===== src/rtl/micro_engine.sv =====
// Microprogrammed arithmetic engine: ACC + register file + ALU + 1-bit shifter, valid/ready streams.
// Optional 4-entry return stack for CALL/RET is enabled by defining MICRO_STACK_EN.
module micro_engine #(
  parameter int WIDTH    = 16,
  parameter int NREGS    = 8,
  parameter int UC_DEPTH = 64
) (
  input  logic             clk,
  input  logic             rst,
  input  logic             start,
  input  logic             uc_we,
  input  logic [7:0]       uc_addr,
  input  logic [31:0]      uc_wdata,
  input  logic [WIDTH-1:0] din,
  input  logic             din_valid,
  output logic             din_ready,
  output logic [WIDTH-1:0] dout,
  output logic             dout_valid,
  input  logic             dout_ready,
  output logic             busy,
  output logic             halted,
  output logic             err,
  output logic             flag_z,
  output logic             flag_c
);

  localparam int PCW = (UC_DEPTH > 1) ? $clog2(UC_DEPTH) : 1;

  typedef enum logic [1:0] {
    S_IDLE   = 2'd0,
    S_EXEC   = 2'd1,
    S_HALTED = 2'd2
  } state_t;

  state_t state, state_nxt;

  logic [31:0]      ucode [UC_DEPTH];
  logic [PCW-1:0]   pc, pc_nxt, pc_inc, tgt;
  logic [WIDTH-1:0] acc;
  logic [WIDTH-1:0] regs [NREGS];

  logic [31:0] uw;
  logic [3:0]  f_alu, f_src, f_dest;
  logic [2:0]  f_shft, f_seq;
  logic [7:0]  f_tgt;
  logic [31:0] tgt_mod;
  logic        unused_bits;

  assign uw     = ucode[pc];
  assign f_alu  = uw[31:28];
  assign f_shft = uw[27:25];
  assign f_src  = uw[24:21];
  assign f_dest = uw[20:17];
  assign f_seq  = uw[16:14];
  assign f_tgt  = uw[7:0];

  assign tgt_mod     = {24'd0, f_tgt} % 32'(UC_DEPTH);
  assign tgt         = tgt_mod[PCW-1:0];
  assign pc_inc      = (pc == PCW'(UC_DEPTH - 1)) ? '0 : pc + PCW'(1);
  assign unused_bits = ^{uw[13:8], tgt_mod};

  logic             in_stall, out_stall, exec_ok;
  logic [WIDTH-1:0] b_bus, alu_r, res;
  logic             alu_c, res_c;

  assign in_stall  = (f_src == 4'd15) && !din_valid;
  assign out_stall = (f_dest == 4'd15) && dout_valid && !dout_ready;
  assign exec_ok   = (state == S_EXEC) && !in_stall && !out_stall;
  assign din_ready = (state == S_EXEC) && (f_src == 4'd15) && !out_stall;
  assign busy      = (state == S_EXEC);
  assign halted    = (state == S_HALTED);

  always_comb begin
    b_bus = '0;
    if (f_src == 4'd15) begin
      b_bus = din;
    end else begin
      for (int i = 0; i < NREGS; i++) begin
        if (f_src == i[3:0]) b_bus = regs[i];
      end
    end
  end

  always_comb begin
    alu_r = b_bus;
    alu_c = 1'b0;
    case (f_alu)
      4'd1:    {alu_c, alu_r} = {1'b0, acc} + {1'b0, b_bus};
      4'd2: begin
        alu_r = acc - b_bus;
        alu_c = (acc < b_bus);
      end
      4'd3:    alu_r = acc & b_bus;
      4'd4:    alu_r = acc | b_bus;
      4'd5:    alu_r = acc ^ b_bus;
      4'd6:    alu_r = ~b_bus;
      4'd7:    alu_r = b_bus + WIDTH'(1);
      default: alu_r = b_bus;
    endcase
  end

  // Single-position shift; the bit pushed out replaces the ALU carry.
  always_comb begin
    res   = alu_r;
    res_c = alu_c;
    case (f_shft)
      3'd1: begin res = {alu_r[WIDTH-2:0], 1'b0};           res_c = alu_r[WIDTH-1]; end
      3'd2: begin res = {1'b0, alu_r[WIDTH-1:1]};           res_c = alu_r[0];       end
      3'd3: begin res = {alu_r[WIDTH-2:0], alu_r[WIDTH-1]}; res_c = alu_r[WIDTH-1]; end
      3'd4: begin res = {alu_r[0], alu_r[WIDTH-1:1]};       res_c = alu_r[0];       end
      3'd5: begin res = {alu_r[WIDTH-1], alu_r[WIDTH-1:1]}; res_c = alu_r[0];       end
      default: ;
    endcase
  end

`ifdef MICRO_STACK_EN
  logic [PCW-1:0] stk [4];
  logic [2:0]     sp;
  logic           err_q;
  logic           stk_push, stk_pop, stk_err;
  assign err = err_q;
`else
  assign err = 1'b0;
`endif

  always_comb begin
    state_nxt = state;
    pc_nxt    = pc;
`ifdef MICRO_STACK_EN
    stk_push  = 1'b0;
    stk_pop   = 1'b0;
    stk_err   = 1'b0;
`endif
    case (state)
      S_EXEC: begin
        if (exec_ok) begin
          pc_nxt = pc_inc;
          case (f_seq)
            3'd1: pc_nxt = tgt;
            3'd2: if (flag_z) pc_nxt = tgt;
            3'd3: if (flag_c) pc_nxt = tgt;
            3'd4: state_nxt = S_HALTED;
`ifdef MICRO_STACK_EN
            3'd5: begin
              if (sp == 3'd4) begin
                stk_err   = 1'b1;
                state_nxt = S_HALTED;
              end else begin
                stk_push = 1'b1;
                pc_nxt   = tgt;
              end
            end
            3'd6: begin
              if (sp == 3'd0) begin
                stk_err   = 1'b1;
                state_nxt = S_HALTED;
              end else begin
                stk_pop = 1'b1;
                pc_nxt  = stk[sp[1:0] - 2'd1];
              end
            end
`endif
            default: ;
          endcase
        end
      end
      default: begin
        if (start) begin
          state_nxt = S_EXEC;
          pc_nxt    = '0;
        end
      end
    endcase
  end

  always_ff @(posedge clk or posedge rst) begin
    if (rst) begin
      state      <= S_IDLE;
      pc         <= '0;
      acc        <= '0;
      flag_z     <= 1'b0;
      flag_c     <= 1'b0;
      dout       <= '0;
      dout_valid <= 1'b0;
      for (int i = 0; i < NREGS; i++) regs[i] <= '0;
    end else begin
      state <= state_nxt;
      pc    <= pc_nxt;
      if (exec_ok) begin
        acc    <= res;
        flag_z <= (res == '0);
        flag_c <= res_c;
        for (int i = 0; i < NREGS; i++) begin
          if (f_dest == i[3:0]) regs[i] <= res;
        end
      end
      // A fresh OUT word replaces the one being accepted in the same cycle.
      if (exec_ok && (f_dest == 4'd15)) begin
        dout       <= res;
        dout_valid <= 1'b1;
      end else if (dout_ready) begin
        dout_valid <= 1'b0;
      end
    end
  end

`ifdef MICRO_STACK_EN
  always_ff @(posedge clk or posedge rst) begin
    if (rst) begin
      sp    <= '0;
      err_q <= 1'b0;
    end else begin
      if (start && (state != S_EXEC)) begin
        sp    <= '0;
        err_q <= 1'b0;
      end else begin
        if (stk_push) sp <= sp + 3'd1;
        if (stk_pop)  sp <= sp - 3'd1;
        if (stk_err)  err_q <= 1'b1;
      end
    end
  end

  always_ff @(posedge clk) begin
    if (stk_push) stk[sp[1:0]] <= pc_inc;
  end
`endif

  // Microcode store survives reset; writes are locked out while a program runs.
  always_ff @(posedge clk) begin
    if (uc_we && (state != S_EXEC) && ({24'd0, uc_addr} < 32'(UC_DEPTH)))
      ucode[uc_addr[PCW-1:0]] <= uc_wdata;
  end

endmodule


===== config.mk =====
export PLATFORM = sky130hd
export DESIGN_NAME = micro_engine
export DESIGN_NICKNAME = d
export VERILOG_FILES = /design/src/rtl/micro_engine.sv
export SDC_FILE = /design/constraint.sdc
export NUM_CORES = 2
export LEC_CHECK = 0
export BUFFER_PORTS_ARGS = -buffer_cell sky130_fd_sc_hd__buf_2
export CAP_MARGIN = 5
export CORE_UTILIZATION = 57
export DETAILED_ROUTE_END_ITERATION = 12
export PLACE_DENSITY = 0.76
export SLEW_MARGIN = 20
export SYNTH_ARGS = -nofsm -noshare
export SYNTH_HDL_FRONTEND = slang
export SYNTH_SLANG_ARGS = --single-unit

===== constraint.sdc =====
create_clock -name clk -period 7.25 [get_ports clk]
set_clock_uncertainty 0.05 [all_clocks]
set_input_delay 1.45 -clock clk [delete_from_list [all_inputs] [get_ports clk]]
set_output_delay 1.45 -clock clk [all_outputs]
set_load 0.02 [all_outputs]

==> results.md <==
* Largest net degree at the start of global routing at 113
* Synthesized area per cell at 19.1 um^2
* Detailed placement HPWL at 108 mm
* Pwr Density at 476 mW/mm^2
* Die height at 354 um
* Nets at 4195
* WHS at 0.449 ns
* Status: complete, no violations
* Initial Util at 0.577
* Max Clock Freq at 0.140 GHz
* Reg-to-reg startpoint: pc[0]
* Most frequent cells in the layout: edfxtp_1, mux4_2, buf_4
* Cell variety after synth at 106
* Hold_sp: dout[8]
* Area Growth Syn to Fin at 15.1%
* Syn. warnings at 0
* Tightest Pin Transition at 1.22 ns
* H-tree lvl count at 4
* CTS Buf Count at 165
* Multiplexer area fraction after synthesis at 0.173
* P_sw at 14.5 mW
* Leakage at 27.2 nW
* Reported max-cap violation count at 0
* Drt drc at 0
* Critical path required time at 7.88 ns
* GRT Overall Usage at 0.305
* CP dominant cell by count: o211ai_1
* CP peak stage delay at 0.54 ns
* Largest family of logic cells by synthesized area: multiplexers
* Crit start category: flop
* Sink Count at 1707
* Asr flop ratio synth at 0.100
* GR Overflow Total at 0
* Clock power frac at 0.218
* Period utilization at 0.987
* Final hold vios at 0
* Compound-Gate Fraction of Synth Area at 0.0445
* Number of global-route vias before repair at 39700
* Initial antenna violation count at 9
* Crit path from: pc[0]
* CTS tree: done
* Post-Syn Nets at 3803
* Fillers at 7674
* Via count at 39500
* I/O pin cnt at 85
* Seq cells post-synth at 1707
* Crit path capture type: flop
* Worst path arrival time at 7.79 ns
* Hold-fix buffers at CTS at 0
* Main synth FF type: edfxtp_1
* Peak VDD IR at 0.678 mV
* Xor/xnor share of the synthesized area at 0.00261
* # setup viols final at 0
* Layout cells sized above 1 at 0.330
* Slew HR at 0.188
* Pwr Total at 38.7 mW
* Synth Area in Simple Gates at 0.0367
* Final ANT Viol Nets at 0
* Critical path class: flop to flop
* Switching Fraction at 0.375
* PortBufs at 75
* Routability congestion estimate at 0.920
* Final min period at 7.16 ns
* Adder-Cell Fraction of Synth Area at 0.00978
* Synth Cell Area at 0.0706 mm^2
* Die outline area at 0.125 mm^2
* Critical-path top delay cell: or4b_1
* Row count at 128
* CTS Root Cell: clkbuf_16
* Initial DRC count at 5298
* Drt wl/cell at 32.6 um
* TritonRoute pass-1 iters at 6
* Worst-skew pair later-pin latency at 0.80 ns
* Seq/Total Area, Yosys at 0.714
* HP Class: flop to flop
* Commonest non-fill, non-tap cell in the layout: edfxtp_1
* Vias per inst at 6.76
* Final core area utilization at 0.664
* RSZ-0062 raised after global routing: yes
* P_int at 24.2 mW
* Worst reg-to-reg setup slack at 0.09 ns
* Core area at 0.122 mm^2
* Number of synthesized flops with an enable pin at 1536
* Logic pwr share at 0.488
* First-pass GRT wire length at 272 mm
* Mapped Cells at 3687
* Final wirelength at 191 mm
* CTS clk-pin slew, worst paths at 0.06 ns
* Clock Path Buffers at 3
* Reg power frac at 0.295
* CP max FO at 8
* Slew Limit Fails at 0
* Die W at 354 um
[sequential cells by signal (all words and copies together), names as in the netlist]
| register | cells |
|---|---|
| ucode | 1536 |
| regs | 128 |
| acc | 16 |
| dout | 16 |
| pc | 6 |
| state | 2 |
| dout_valid | 1 |
| flag_c | 1 |
| flag_z | 1 |
[critical path, delay by kind of cell (launching register included)]
| family | cells | cell delay (ns) |
|---|---|---|
| DFF | 1 | 0.53 |
| AOI/OAI and AO/OA | 14 | 2.83 |
| muxes | 1 | 0.49 |
| buffers and inverters | 6 | 0.88 |
| xor gates and xnor gates | 1 | 0.15 |
| adders and majority gates | 1 | 0.20 |
| and+or+nand+nor | 7 | 1.89 |
[cell usage after synthesis, types with 18 or more instances]
| library cell | n | area, um^2 |
|---|---|---|
| a21oi_1 | 84 | 420 |
| a22oi_1 | 71 | 533 |
| buf_1 | 45 | 169 |
| buf_2 | 42 | 210 |
| buf_6 | 18 | 203 |
| clkbuf_1 | 92 | 345 |
| dfrtp_1 | 171 | 4280 |
| edfxtp_1 | 1536 | 46100 |
| ha_1 | 52 | 651 |
| inv_1 | 63 | 236 |
| mux2_2 | 138 | 1550 |
| mux2i_1 | 99 | 991 |
| mux4_2 | 429 | 9660 |
| nand2_1 | 86 | 323 |
| nand3_1 | 72 | 360 |
| nand4_1 | 23 | 144 |
| nor2_1 | 177 | 664 |
| nor3_1 | 24 | 120 |
| o21ai_0 | 70 | 350 |
| o22ai_1 | 25 | 156 |
[final cells by class]
class	instances	area, um^2	share of cell area
flip-flops and latches	1707	50400	0.620
diodes	3	7.51	0.0000924
repair buffers	436	3670	0.0452
clock inverters	82	777	0.00956
clock buffers	217	4470	0.0550
multi-input cells	1700	19600	0.242
well taps	1625	2030	0.0250
inverters	69	268	0.00329
[per-layer routing]
| metal | part of all wire | routed length, um | track usage |
|---|---|---|---|
| met3 | 0.093 | 17800 | 0.0541 |
| met4 | 0.050 | 9490 | 0.148 |
| met5 | 0.00042 | 80 | 0 |
| met1 | 0.36 | 68100 | 0.397 |
| met2 | 0.50 | 95000 | 0.501 |
[per-stage QoR]
step / setup slack [ns] / area, um^2 / TNS [ns] / cells
after detailed placement: -0.248 / 75300 / -3.47 / 5508
final: 0.0906 / 81300 / 0 / 5839
after global placement: -0.217 / 75100 / -3.08 / 5503
after CTS: 0.00386 / 80600 / 0 / 5811
after global routing: -0.170 / 81300 / -0.706 / 5838
after floorplan: 0.333 / 70600 / 0 / 3687
[worst paths after layout]
kind | end | cells after the start
max | flag_z | 30
min | dout[8] | 1
max reg2reg | flag_z | 30
min reg2reg | dout[8] | 1
max in group asynchronous | acc[5] | 3
min in group asynchronous | regs[76] | 2
[power groups by stage]
stage / Clock, mW / Sequential, mW / Combinational, mW
floorplan: 0 / 11.5 / 10.7
global placement: 0 / 11.6 / 17.8
detailed placement: 0 / 11.6 / 17.9
CTS: 8.48 / 11.4 / 18.2
global route: 8.83 / 11.4 / 19.9
finish: 8.42 / 11.4 / 18.9
[timing repair]
item | in CTS | in global routing
pin swaps | 2 | 25
endpoints found under the hold margin | 0 | 0
endpoints found under the setup margin | 41 | 32
gates resized for setup | 17 | 69
gates cloned | 0 | 1
setup buffers | 4 | 12
[logic make-up (layout without fill, tap and decap cells)]
group / after synthesis / in the layout
and+or+nand+nor: 513 / 513
DFF: 1707 / 1707
AOI/OAI and AO/OA: 444 / 444
other: 1 / 4
buffers and inverters: 280 / 804
adders and majority gates: 54 / 54
muxes: 667 / 667
xor gates and xnor gates: 21 / 21
No activity file was read; power rests on OpenSTA's default activity.
